## src/rtl/inst_fetch_pkg.sv

```systemverilog
// inst_fetch_pkg: shared reset address, fetch FSM states and FIFO entry type
package inst_fetch_pkg;
  localparam logic [31:0] RESET_PC_DEF = 32'h0040_0000;
  typedef enum logic [1:0] {IDLE, RUN, WAIT, DROP} state_t;
  typedef struct packed {
    logic [31:0] pc;
    logic [31:0] inst;
  } fetch_entry_t;
endpackage

```

## src/rtl/inst_fetch_fifo.sv

```systemverilog
// fetch_fifo: prefetch FIFO of {pc, inst} entries with push, pop and flush-all-but-head
module fetch_fifo
  import inst_fetch_pkg::*;
#(
  parameter int DEPTH = 2,
  localparam int AW = $clog2(DEPTH),
  localparam int CW = AW + 1
) (
  input  logic          clk,
  input  logic          reset,
  input  logic          push_i,
  input  fetch_entry_t  data_i,
  input  logic          pop_i,
  input  logic          flush_i,
  input  logic          keep_i,
  output fetch_entry_t  head_o,
  output logic [31:0]   next_pc_o,
  output logic [CW-1:0] count_o
);
  fetch_entry_t mem_q [DEPTH];
  logic [AW-1:0] rd_q, rd_d, wr_q, wr_d, wr_m, rd_n;
  logic [CW-1:0] cnt_q, cnt_d, cnt_m;
  always_comb begin
    rd_d = rd_q + AW'(pop_i);
    wr_m = flush_i ? rd_d + AW'(keep_i) : wr_q;
    wr_d = wr_m + AW'(push_i);
    cnt_m = flush_i ? CW'(keep_i) : cnt_q - CW'(pop_i);
    cnt_d = cnt_m + CW'(push_i);
  end
  always_ff @(posedge clk or posedge reset) begin
    if (reset) begin
      rd_q <= '0;
      wr_q <= '0;
      cnt_q <= '0;
    end else begin
      rd_q <= rd_d;
      wr_q <= wr_d;
      cnt_q <= cnt_d;
    end
  end
  always_ff @(posedge clk) if (push_i) mem_q[wr_m] <= data_i;
  assign rd_n = rd_q + AW'(1);
  assign head_o = mem_q[rd_q];
  assign next_pc_o = mem_q[rd_n].pc;
  assign count_o = cnt_q;
endmodule

```

## src/rtl/inst_fetch.sv

```systemverilog
// inst_fetch: fetch PC, single-outstanding imem handshake, prefetch FIFO and delay-slot-preserving redirect
module inst_fetch
  import inst_fetch_pkg::*;
#(
  parameter logic [31:0] RESET_PC   = RESET_PC_DEF,
  parameter int          FIFO_DEPTH = 2
) (
  input  logic        clk,
  input  logic        reset,
  input  logic        isbranch,
  input  logic [31:0] branch_pc,
  input  logic        id_stall_in,
  output logic        imem_req,
  output logic [31:0] imem_addr,
  input  logic        imem_gnt,
  input  logic        imem_rvalid,
  input  logic [31:0] imem_rdata,
  output logic        if_valid,
  output logic [31:0] if_pc_out,
  output logic [31:0] if_inst_out
);
  localparam int CW = $clog2(FIFO_DEPTH) + 1;
  state_t state_q, state_d;
  logic [31:0] fetch_pc_q, fetch_pc_d, req_pc_q, req_pc_d, last_pc_q, last_pc_d, tgt_q, tgt_d;
  logic [31:0] ds, nxt_pc;
  logic pend_q, pend_d, pop, rsp, push, head_keep, gnt_ok, ds_unfetched;
  logic [CW-1:0] cnt, cnt_nx;
  fetch_entry_t head;
  fetch_fifo #(.DEPTH(FIFO_DEPTH)) u_fifo (
    .clk       (clk),
    .reset     (reset),
    .push_i    (push),
    .data_i    ('{pc: req_pc_q, inst: imem_rdata}),
    .pop_i     (pop),
    .flush_i   (isbranch),
    .keep_i    (head_keep),
    .head_o    (head),
    .next_pc_o (nxt_pc),
    .count_o   (cnt)
  );
  assign if_valid = cnt != '0;
  assign if_pc_out = if_valid ? head.pc : '0;
  assign if_inst_out = if_valid ? head.inst : '0;
  assign imem_addr = fetch_pc_q;
  assign pop = if_valid & ~id_stall_in;
  assign rsp = imem_rvalid & (state_q == WAIT || state_q == DROP);
  assign ds = (pop ? head.pc : last_pc_q) + 32'd4;
  assign ds_unfetched = fetch_pc_q == ds;
  // head that survives this cycle's pop is the only FIFO entry a redirect may keep
  assign head_keep = pop ? (cnt > CW'(1) && nxt_pc == ds) : (if_valid && head.pc == ds);
  assign push = rsp & (state_q == WAIT) & (~isbranch | (~head_keep & req_pc_q == ds));
  assign cnt_nx = cnt - CW'(pop) + CW'(push);
  assign gnt_ok = imem_req & imem_gnt;
  always_ff @(posedge clk or posedge reset) begin
    if (reset) state_q <= IDLE;
    else state_q <= state_d;
  end
  always_comb begin
    state_d = (state_q == IDLE) ? RUN :
              (state_q == RUN || rsp) ? (gnt_ok ? WAIT : RUN) :
              (isbranch && state_q == WAIT && req_pc_q != ds) ? DROP : state_q;
  end
  always_comb begin
    imem_req = ~isbranch & (state_q == RUN || rsp) & (cnt_nx < CW'(FIFO_DEPTH));
  end
  // an unrequested delay slot is fetched first; the target waits in tgt_q until it is granted
  always_comb begin
    req_pc_d = gnt_ok ? fetch_pc_q : req_pc_q;
    last_pc_d = pop ? head.pc : last_pc_q;
    tgt_d = isbranch ? branch_pc : tgt_q;
    pend_d = isbranch ? ds_unfetched : (gnt_ok ? 1'b0 : pend_q);
    fetch_pc_d = isbranch ? (ds_unfetched ? fetch_pc_q : branch_pc) :
                 gnt_ok ? (pend_q ? tgt_q : fetch_pc_q + 32'd4) : fetch_pc_q;
  end
  always_ff @(posedge clk or posedge reset) begin
    if (reset) begin
      fetch_pc_q <= RESET_PC;
      req_pc_q <= '0;
      last_pc_q <= '0;
      tgt_q <= '0;
      pend_q <= 1'b0;
    end else begin
      fetch_pc_q <= fetch_pc_d;
      req_pc_q <= req_pc_d;
      last_pc_q <= last_pc_d;
      tgt_q <= tgt_d;
      pend_q <= pend_d;
    end
  end
endmodule

```

## config.mk

```make
export PLATFORM = sky130hd
export DESIGN_NAME = inst_fetch
export DESIGN_NICKNAME = d
export VERILOG_FILES = /design/src/rtl/inst_fetch_pkg.sv /design/src/rtl/inst_fetch_fifo.sv /design/src/rtl/inst_fetch.sv
export SDC_FILE = /design/constraint.sdc
export NUM_CORES = 1
export LEC_CHECK = 0
export ABC_AREA = 1
export BUFFER_PORTS_ARGS = -buffer_cell sky130_fd_sc_hd__buf_2
export CORE_MARGIN = 5
export CORE_UTILIZATION = 46
export DETAILED_ROUTE_END_ITERATION = 10
export HOLD_SLACK_MARGIN = 0.12
export PLACE_DENSITY = 0.76
export SLEW_MARGIN = 20
export SYNTH_ARGS = -nofsm -noshare
export SYNTH_HDL_FRONTEND = slang
export SYNTH_SLANG_ARGS = --single-unit
```

## constraint.sdc

```tcl
create_clock -name clk -period 8.2 [get_ports clk]
set_input_delay 2.46 -clock clk [delete_from_list [all_inputs] [get_ports clk]]
set_output_delay 2.46 -clock clk [all_outputs]
set_load 0.05 [all_outputs]
```

Word level (Yosys, flattened, before mapping) --
Memories as Yosys holds them, arrays and structs flattened. Index checks and enable logic that the tools add are counted.
Word-level totals: register bits after elaboration 135, RAM bits 128, input port bits 70, output and inout port bits 98, word-level logic and storage cells 71, memories kept 1
Operators by class: $add $sub $neg 9, order comparisons 2, equality and inequality tests 9, multiplexer cells 18, bitwise logic cells 12, reduce and logical (&&, ||, !) cells 11
Memory list:
- u_fifo.mem_q | words 2, bits a word 64, rd ports 2, clocked after memory_dff 0, write ports 1, line inst_fetch_fifo.sv:20 | fetch_entry_t mem_q [DEPTH];
Operators with widths (number):
- $mux 32 | 7
- $eq 32x32->1 | 4
- $add 32x3->32 const B | 2
- $ne 32x32->1 | 1
- $mux 2 | 5
- $and 1x1->1 | 8
- $mux 1 | 6
- $add 2x1->2 | 2
- $eq 2x2->1 const B | 2
- $logic_and 1x1->1 | 4
- $reduce_bool 2->1 | 2
- $add 1x1->1 | 3
- $not 1->1 | 3
- $reduce_bool 3->1 | 1
- $eq 2x1->1 const B | 1
- $gt 2x1->1 const B | 1
- $logic_not 2->1 | 1
- $logic_or 1x1->1 | 2
- $lt 2x2->1 const B | 1
- $ne 2x2->1 const B | 1
- $reduce_and 2->1 | 1
- $sub 2x1->2 | 1
- $add 1x1->1 const B | 1
- $or 1x1->1 | 1

Logic depth before layout (Yosys ltp) --
Gate-level depths: netlist (run 1).
depth after elaboration 18, mapped depth 31, mapped depth without buffers 30

By module --
From an unflattened synthesis (run 1), not the netlist that was laid out.
Unflattened totals: cell total of the unflattened synthesis 2097, area, all modules 15539.9 sq um
Modules (own cells, without submodules):
- inst_fetch | times used 1, cells each 1654, area each 10214.8 sq um, sequential area each 3279.4 sq um
- fetch_fifo | times used 1, cells each 443, area each 5325.1 sq um, sequential area each 3943.8 sq um

Least setup slack after synthesis (run 1) --
No wires, ideal clock.
kind input to output, start point input port id_stall_in, end point output port imem_req, arrival time 5.786 ns, data required time 5.740 ns, setup slack -0.046 ns, stages 18, path buffers 1, cell sequence nor2_4 buf_2 nand2_1 nand2_2 ha_1 nand2_1 nor2_2 nand2_1 nor2_1 xor2_1 xor2_1 nor2_1 nand3_1 nor2_2 nand3_1 nand2_1 nand4_1 a21boi_0
Between the ends: longest elaborated chain between the ends 14, elaborated cells between the ends (all ways) 18, those cells by class 3 x add/sub; 1 x order compare; 3 x eq/ne; 2 x mux; 7 x bitwise; 2 x reduce/logical
Ends and longest elaborated chain:
- start, declared | line inst_fetch.sv:12 | input logic id_stall_in,
- $not 1->1 * | line inst_fetch.sv:45 | assign pop = if_valid & ~id_stall_in;
- $and 1x1->1 * | line inst_fetch.sv:45
- $mux 32
- $add 32x3->32 | line inst_fetch.sv:47 | assign ds = (pop ? head.pc : last_pc_q) + 32'd4;
- $eq 32x32->1 | line inst_fetch.sv:50 | assign head_keep = pop ? (cnt > CW'(1) && nxt_pc == ds) : (if_valid && head.pc == ds);
- $logic_and 1x1->1 | line inst_fetch.sv:50
- $mux 1 | line inst_fetch.sv:50
- $not 1->1 | line inst_fetch.sv:51 | assign push = rsp & (state_q == WAIT) & (~isbranch | (~head_keep & req_pc_q == ds));
- $and 1x1->1 | line inst_fetch.sv:51
- $or 1x1->1 | line inst_fetch.sv:51
- $and 1x1->1 | line inst_fetch.sv:51
- $add 2x1->2 * | line inst_fetch.sv:52 | assign cnt_nx = cnt - CW'(pop) + CW'(push);
- $lt 2x2->1 * | line inst_fetch.sv:64 | imem_req = ~isbranch & (state_q == RUN || rsp) & (cnt_nx < CW'(FIFO_DEPTH));
- $and 1x1->1 * | line inst_fetch.sv:64
- end, declared | line inst_fetch.sv:13 | output logic imem_req,
Mark *: on every way between the ends. The rest lies on a longest branch, timed or not.

Worst setup path after layout (run 1) --
Same ends and word-level chain as after synthesis.

==> flow_metrics.py, run 1 <==
metrics = {
    "status": {
        "outcome": "finished clean",
    },
    "worst_setup_path": {
        "arrival_ps": 5590,
        "worstPathBufferInverterCount": 6,
        "cpMostUsedCell": "nand2_1",
        "cp_slowest_stage_delay_ps": 240,
        "endpoint_kind": "output pin",
        "crit_family": "simple AND/OR/NAND/NOR gates",
        "slowest_stage": "nor2_4",
        "critPathLaunch": "id_stall_in",
        "crit_required_ps": 5740,
        "path_class": "input port to output pin",
        "start_kind": "input port",
        "r2r-start": "u_fifo.rd_q",
        "cp_max_fo": 16,
    },
    "timing": {
        "rsz0062_at_grt": "true",
        "finalSetupViolations": 0,
        "fin_ws_ps": 149,
        "relSlewSlack": 0.296,
        "max_freq_mhz": 124,
        "fin_crit_sh": 0.982,
        "period_minus_slack_ps": 8050,
        "drv_slew": 0,
        "hold_viol": 0,
        "skew_ps": 19.2,
        "tightest_slew_ps": 1050,
        "setup_tns_ps": 0,
    },
    "drt": {
        "final_antenna_net_count": 0,
        "drcViolationCount": 0,
        "viasPerCell": 5.26,
        "drt_first_iter_violations": 1271,
        "detail_route.first_pass.iterations": 6,
        "wirelength_mm": 45.4,
        "vias": 14000,
        "route.detailed.wl_per_inst_um": 17.0,
    },
    "die": {
        "initial_utilization": 0.464,
        "die_h_um": 191,
        "row_count": 66,
        "core-area_sq_mm": 0.0325,
        "die_area_sq_mm": 0.0364,
        "boundaryPins": 168,
        "die_w_um": 191,
    },
    "grt": {
        "grt_max_degree": 97,
        "grt_pass1_vias": 12900,
        "grt_usage": 0.236,
        "antenna_found_initial": 1,
        "grt_pass1_wl_mm": 68.9,
        "grt-ovfl-total": 0,
    },
    "clock_tree": {
        "numCtsBuffers": 29,
        "cts_buffer_depth": 3,
        "clk_pin_slew_worst_paths_ps": 60,
        "cts_tree": "built",
        "clkLatencyLatePin_ps": 560,
        "clock_sinks": 263,
        "h-tree-depth": 1,
        "clockRootBuffer": "clkbuf_16",
    },
    "pwr": {
        "ir_drop_v": 0.000174,
        "powerDensity_mw_per_mm2": 370,
        "leakage_nw": 8.74,
    },
    "worst_hold_path": {
        "hp-class": "flip-flop to flip-flop",
        "hp-start": "tgt_q[26]",
    },
    "synth": {
        "ys_top_cells_by_count": "nand2_1 (775), inv_1 (226), nor2_1 (141), o21ai_0 (135), dfrtp_1 (134)",
        "yosysTopAreaCell": "edfxtp_1",
        "async_flop_share": 0.513,
        "ys_types": 41,
        "yosys_warnings": 0,
        "synth_ff_type": "dfrtp_1",
        "syn_avg_cell_area_sq_um": 7.51,
        "syn-num-nets": 2079,
        "synth.most_common_cell": "nand2_1",
        "ys_top_cells_by_area": "edfxtp_1 (26%), dfrtp_1 (22%), nand2_1 (19%), inv_1 (5.6%), o21ai_0 (4.5%)",
        "ys_ff_latch": 263,
        "postSynthCellCount": 2003,
        "synth_top_area_share": 0.255,
        "synth_enable_flop_cells": 128,
        "synth_seq_area_share": 0.480,
        "syn_area_sq_mm": 0.0151,
    },
    "run": {
        "cap_violations": 0,
    },
    "final_layout": {
        "finalNetCount": 2280,
        "fill_cells": 2958,
        "drive_above_1_share": 0.167,
        "area_delta_synth_final_pct": 19.2,
        "n_antenna_cell": 0,
        "post-route-util": 0.553,
    },
    "placed_design": {
        "numPortBuffers": 167,
        "place_congestion": 1.01,
        "dp_hpwl_mm": 32.8,
        "place_ws_ps": -143,
    },
}
## path summary, 6_finish.rpt
kind                                       endpoint  cells past startpoint  slack (ps)
worst max register to register  u_fifo.mem_q[1][26]                     21        2380
worst min register to register            tgt_q[26]                      2         500
worst max-delay path                       imem_req                     25         150
min in group asynchronous                  tgt_q[3]                      2        2030
worst min-delay path                      tgt_q[26]                      2         500
max in group asynchronous               u_fifo.rd_q                      3        4870
## metrics by stage
stage,instances,hold WS (ps),power (mW),area (sq um)
after global routing,2669,515,7.03,17900
after floorplan,2003,437,4.14,15100
after CTS,2652,489,6.45,17600
after detailed placement,2596,465,5.10,16600
final,2669,497,6.63,17900
after global placement,2596,453,5.04,16600
## layout by cell type, fill, tap and decap left out, types with 61 or more instances in the layout
cell        n
buf_4      61
nand2_1   757
dfrtp_1   133
o21ai_0   135
inv_1     224
edfxtp_1  128
a21oi_1    62
nor2_1    129
nand3_1   106
buf_2     166
## area by class of cell
cell class,instances,area (sq um),share of cell area
clock buffers,34,797,0.0444
clock inverters,20,184,0.0102
inverters,231,872,0.0486
multi-input cells,1442,6830,0.380
flip-flops and latches,263,7230,0.403
well taps,442,553,0.0308
repair buffers,237,1490,0.0828
## where the power goes
group / total [mW] / internal [mW] / switching (mW) / leakage (nW)
clock network: 1.33 / 0.767 / 0.564 / 0.472
registers: 1.92 / 1.64 / 0.279 / 2.85
logic: 3.39 / 1.00 / 2.38 / 5.42
total: 6.63 / 3.40 / 3.23 / 8.74
## worst reg2reg max path, cell delays in order, from the launching register on
cell	delay, ps
dfrtp_4	880
buf_4	650
nand2_1	150
o21ai_0	200
nand2_1	130
nand2_2	140
nand2_1	120
nor2_2	190
nand2_1	130
nor2_4	210
nand3_1	230
nand2_2	190
inv_2	60
nand2_1	50
o21ai_0	70
nor2_1	90
nand3_1	110
nor2_2	170
nand3_2	110
a21boi_0	370
ha_2	680
buf_4	530
## state kept, by name, summed over array words and instances, names as in the netlist
| register | count |
|---|---|
| pend_q | 1 |
| state_q | 2 |
| u_fifo.mem_q | 128 |
| imem_addr | 32 |
| u_fifo.count_o | 2 |
| req_pc_q | 32 |
| u_fifo.rd_q | 1 |
| u_fifo.wr_q | 1 |
| tgt_q | 32 |
| last_pc_q | 32 |
## cell families (layout without fill, tap and decap cells)
family	after synthesis	in the layout	share of synthesized area
adders and majority gates	6	6	0.00499
AOI/OAI and AO/OA	264	264	0.0918
and+or+nand+nor	1109	1109	0.303
buffers and inverters	298	522	0.0792
xor gates and xnor gates	63	63	0.0412
DFF	263	263	0.480
## routing by layer
| layer | GRT usage | share of wire | routed length (um) |
|---|---|---|---|
| met1 | 0.349 | 0.44 | 19900 |
| met5 | 0 | 0 | 0 |
| met3 | 0.0340 | 0.094 | 4280 |
| met4 | 0.0655 | 0.034 | 1530 |
| met2 | 0.365 | 0.43 | 19700 |
## what timing repair did
item	CTS	global route
gates resized for setup	4	49
gates cloned	0	3
pin swaps	2	11
hold buffers	0	0
setup endpoints to repair	1	1
buffers inserted	2	14
No activity file was read; power rests on OpenSTA's default activity.
==> run 2: changes to the inputs <==
--- a/config.mk
+++ b/config.mk
@@ -9,9 +9,10 @@
 export BUFFER_PORTS_ARGS = -buffer_cell sky130_fd_sc_hd__buf_2
 export CORE_MARGIN = 5
 export CORE_UTILIZATION = 46
+export CTS_CLUSTER_SIZE = 40
 export DETAILED_ROUTE_END_ITERATION = 10
 export HOLD_SLACK_MARGIN = 0.12
-export PLACE_DENSITY = 0.76
+export PLACE_DENSITY = 0.65
 export SLEW_MARGIN = 20
 export SYNTH_ARGS = -nofsm -noshare
 export SYNTH_HDL_FRONTEND = slang
==> run 2 against run 1 <==
Design area grew 1.7%. Maximum frequency grew 0.18%. First-iteration DRC count shrank 15%. Sequential share of layout area shrank 0.69 points. Register-to-register slack gained 730 ps. Sequential power is essentially flat. Clock-buffer cell count grew 1. Critical endpoint unchanged. Power grew 0.48%. Critical path depth shrank 2. Sequential cell count is the same.
==> flow_metrics.py, run 2 (synthesis gave the netlist of run 1 again) <==
metrics = {
    "die": {
        "die_w_um": 191,
        "die_h_um": 191,
        "die_area_sq_mm": 0.0364,
        "boundaryPins": 168,
        "initial_utilization": 0.464,
        "core-area_sq_mm": 0.0325,
        "row_count": 66,
    },
    "clock_tree": {
        "clk_pin_slew_worst_paths_ps": 60,
        "cts_buffer_depth": 3,
        "clockRootBuffer": "clkbuf_16",
        "h-tree-depth": 1,
        "clkLatencyLatePin_ps": 560,
        "numCtsBuffers": 29,
        "cts_tree": "built",
        "clock_sinks": 263,
    },
    "placed_design": {
        "numPortBuffers": 167,
        "place_congestion": 0.957,
        "dp_hpwl_mm": 33.4,
    },
    "final_layout": {
        "multi_input_area_sq_mm": 0.00692,
        "drive_above_1_share": 0.183,
        "register_area_sq_mm": 0.00723,
        "mostFrequentLayoutCells": "nand2_1 (743), inv_1 (224), buf_2 (166)",
        "area_delta_synth_final_pct": 21.3,
        "finalNetCount": 2313,
        "layout_commonest_cell": "nand2_1",
        "largest_reg_flops": 128,
        "fill_cells": 3111,
        "n_antenna_cell": 0,
        "regMostFlops": "u_fifo.mem_q",
    },
    "grt": {
        "grt_busiest_layer": "met2",
        "grt_util_met1": 0.365,
        "gr-usage-met2": 0.374,
        "antenna_found_initial": 0,
        "grt_pass1_vias": 12900,
        "grt_usage": 0.244,
        "grt-ovfl-total": 0,
        "grtUsageMet3": 0.0331,
        "grt_pass1_wl_mm": 70.4,
        "grt_max_degree": 97,
    },
    "worst_setup_path": {
        "path_class": "input port to output pin",
        "cp_max_fo": 8,
        "endpoint_kind": "output pin",
        "arrival_ps": 5580,
        "crit_required_ps": 5740,
        "start_kind": "input port",
    },
    "timing": {
        "tightest_slew_ps": 1080,
        "setup_tns_ps": 0,
        "finalSetupViolations": 0,
        "skew_ps": 12.9,
        "drv_slew": 0,
        "period_minus_slack_ps": 8040,
        "fin_hold_ws_ps": 468,
        "hold_viol": 0,
        "fin_crit_sh": 0.980,
        "max_freq_mhz": 124,
        "relSlewSlack": 0.274,
    },
    "pwr": {
        "ir_drop_v": 0.000195,
        "combPwrFrac": 0.519,
        "p_sw_mw": 3.19,
        "seq_power_share": 0.285,
        "powerDensity_mw_per_mm2": 365,
        "swShare": 0.479,
        "clock_power_share": 0.196,
        "leakage_nw": 8.92,
        "internal_power_mw": 3.47,
    },
    "run": {
        "cap_violations": 0,
    },
    "drt": {
        "detail_route.first_pass.iterations": 5,
        "final_antenna_net_count": 0,
        "drt_first_iter_violations": 1077,
        "wirelength_mm": 46.0,
        "vias": 13700,
        "drcViolationCount": 0,
        "viasPerCell": 5.08,
        "route.detailed.wl_per_inst_um": 17.0,
    },
    "worst_hold_path": {
        "hp-class": "flip-flop to flip-flop",
    },
    "status": {
        "outcome": "finished clean",
    },
}
## run 2: power groups by stage
stage / Combinational (mW) / Sequential (mW) / Clock, mW
finish: 3.46 / 1.90 / 1.31
global route: 3.79 / 1.93 / 1.39
CTS: 3.30 / 1.89 / 1.34
detailed placement: 3.27 / 1.91 / 0
global placement: 3.24 / 1.90 / 0
floorplan: 2.20 / 1.93 / 0
## run 2: worst paths after layout
path | startpoint | to | slack (ps) | cells after the start
min in group asynchronous | reset | tgt_q[2] | 2020 | 2
min | tgt_q[26] | tgt_q[26] | 470 | 2
max | id_stall_in | imem_req | 160 | 23
max reg2reg | u_fifo.rd_q | imem_addr[20] | 3110 | 18
max in group asynchronous | reset | tgt_q[25] | 4840 | 3
min reg2reg | tgt_q[26] | tgt_q[26] | 470 | 2
## run 2: cell type report
type	count	area share
Clock buffer	35	0.0410
Clock inverter	19	0.0108
Inverter	231	0.0478
Multi-Input combinational cell	1443	0.379
Sequential cell	263	0.396
Tap cell	442	0.0303
Timing Repair Buffer	269	0.0956
## run 2: worst max-delay path, cell delays in order
cell and delay [ps]:
buf_2 130, inv_2 90, o21ai_4 210, buf_12 190, nand2_1 50, nand2_1 110, nand2_1 140, inv_1 110
nand2_1 120, nor2_2 200, nand4_1 260, nand3_1 170, nand2_1 70, nor2_1 80, nand2_1 80, nor2_2 140
nand2_1 80, nor2_2 150, nand3_2 150, nand2_2 90, nand4_1 110, a21boi_2 190, buf_6 180
## run 2: repair_timing
action | in CTS | in global routing
hold buffers | 0 | 0
resized for setup | 6 | 75
setup endpoints to repair | 1 | 1
buffers inserted | 4 | 22
pin swaps | 1 | 27
gates cloned | 0 | 4
## run 2: routing by layer
layer  share of wire  up-vias
li1                -     6878
met1            0.46     6265
met2            0.43      502
met3           0.080       93
met4           0.029        0
met5               0        -
## run 2: per-stage QoR
step                      cells  power (mW)  cell area, sq um  setup WS (ps)  utilization
after floorplan            2003        4.14             15100            321            -
after global placement     2618        5.14             16700           -115        0.516
after detailed placement   2618        5.17             16700           -160        0.516
after CTS                  2676        6.52             17700           36.8        0.547
after global routing       2702        7.10             18300          -43.8        0.563
final                      2702        6.66             18300            163        0.563
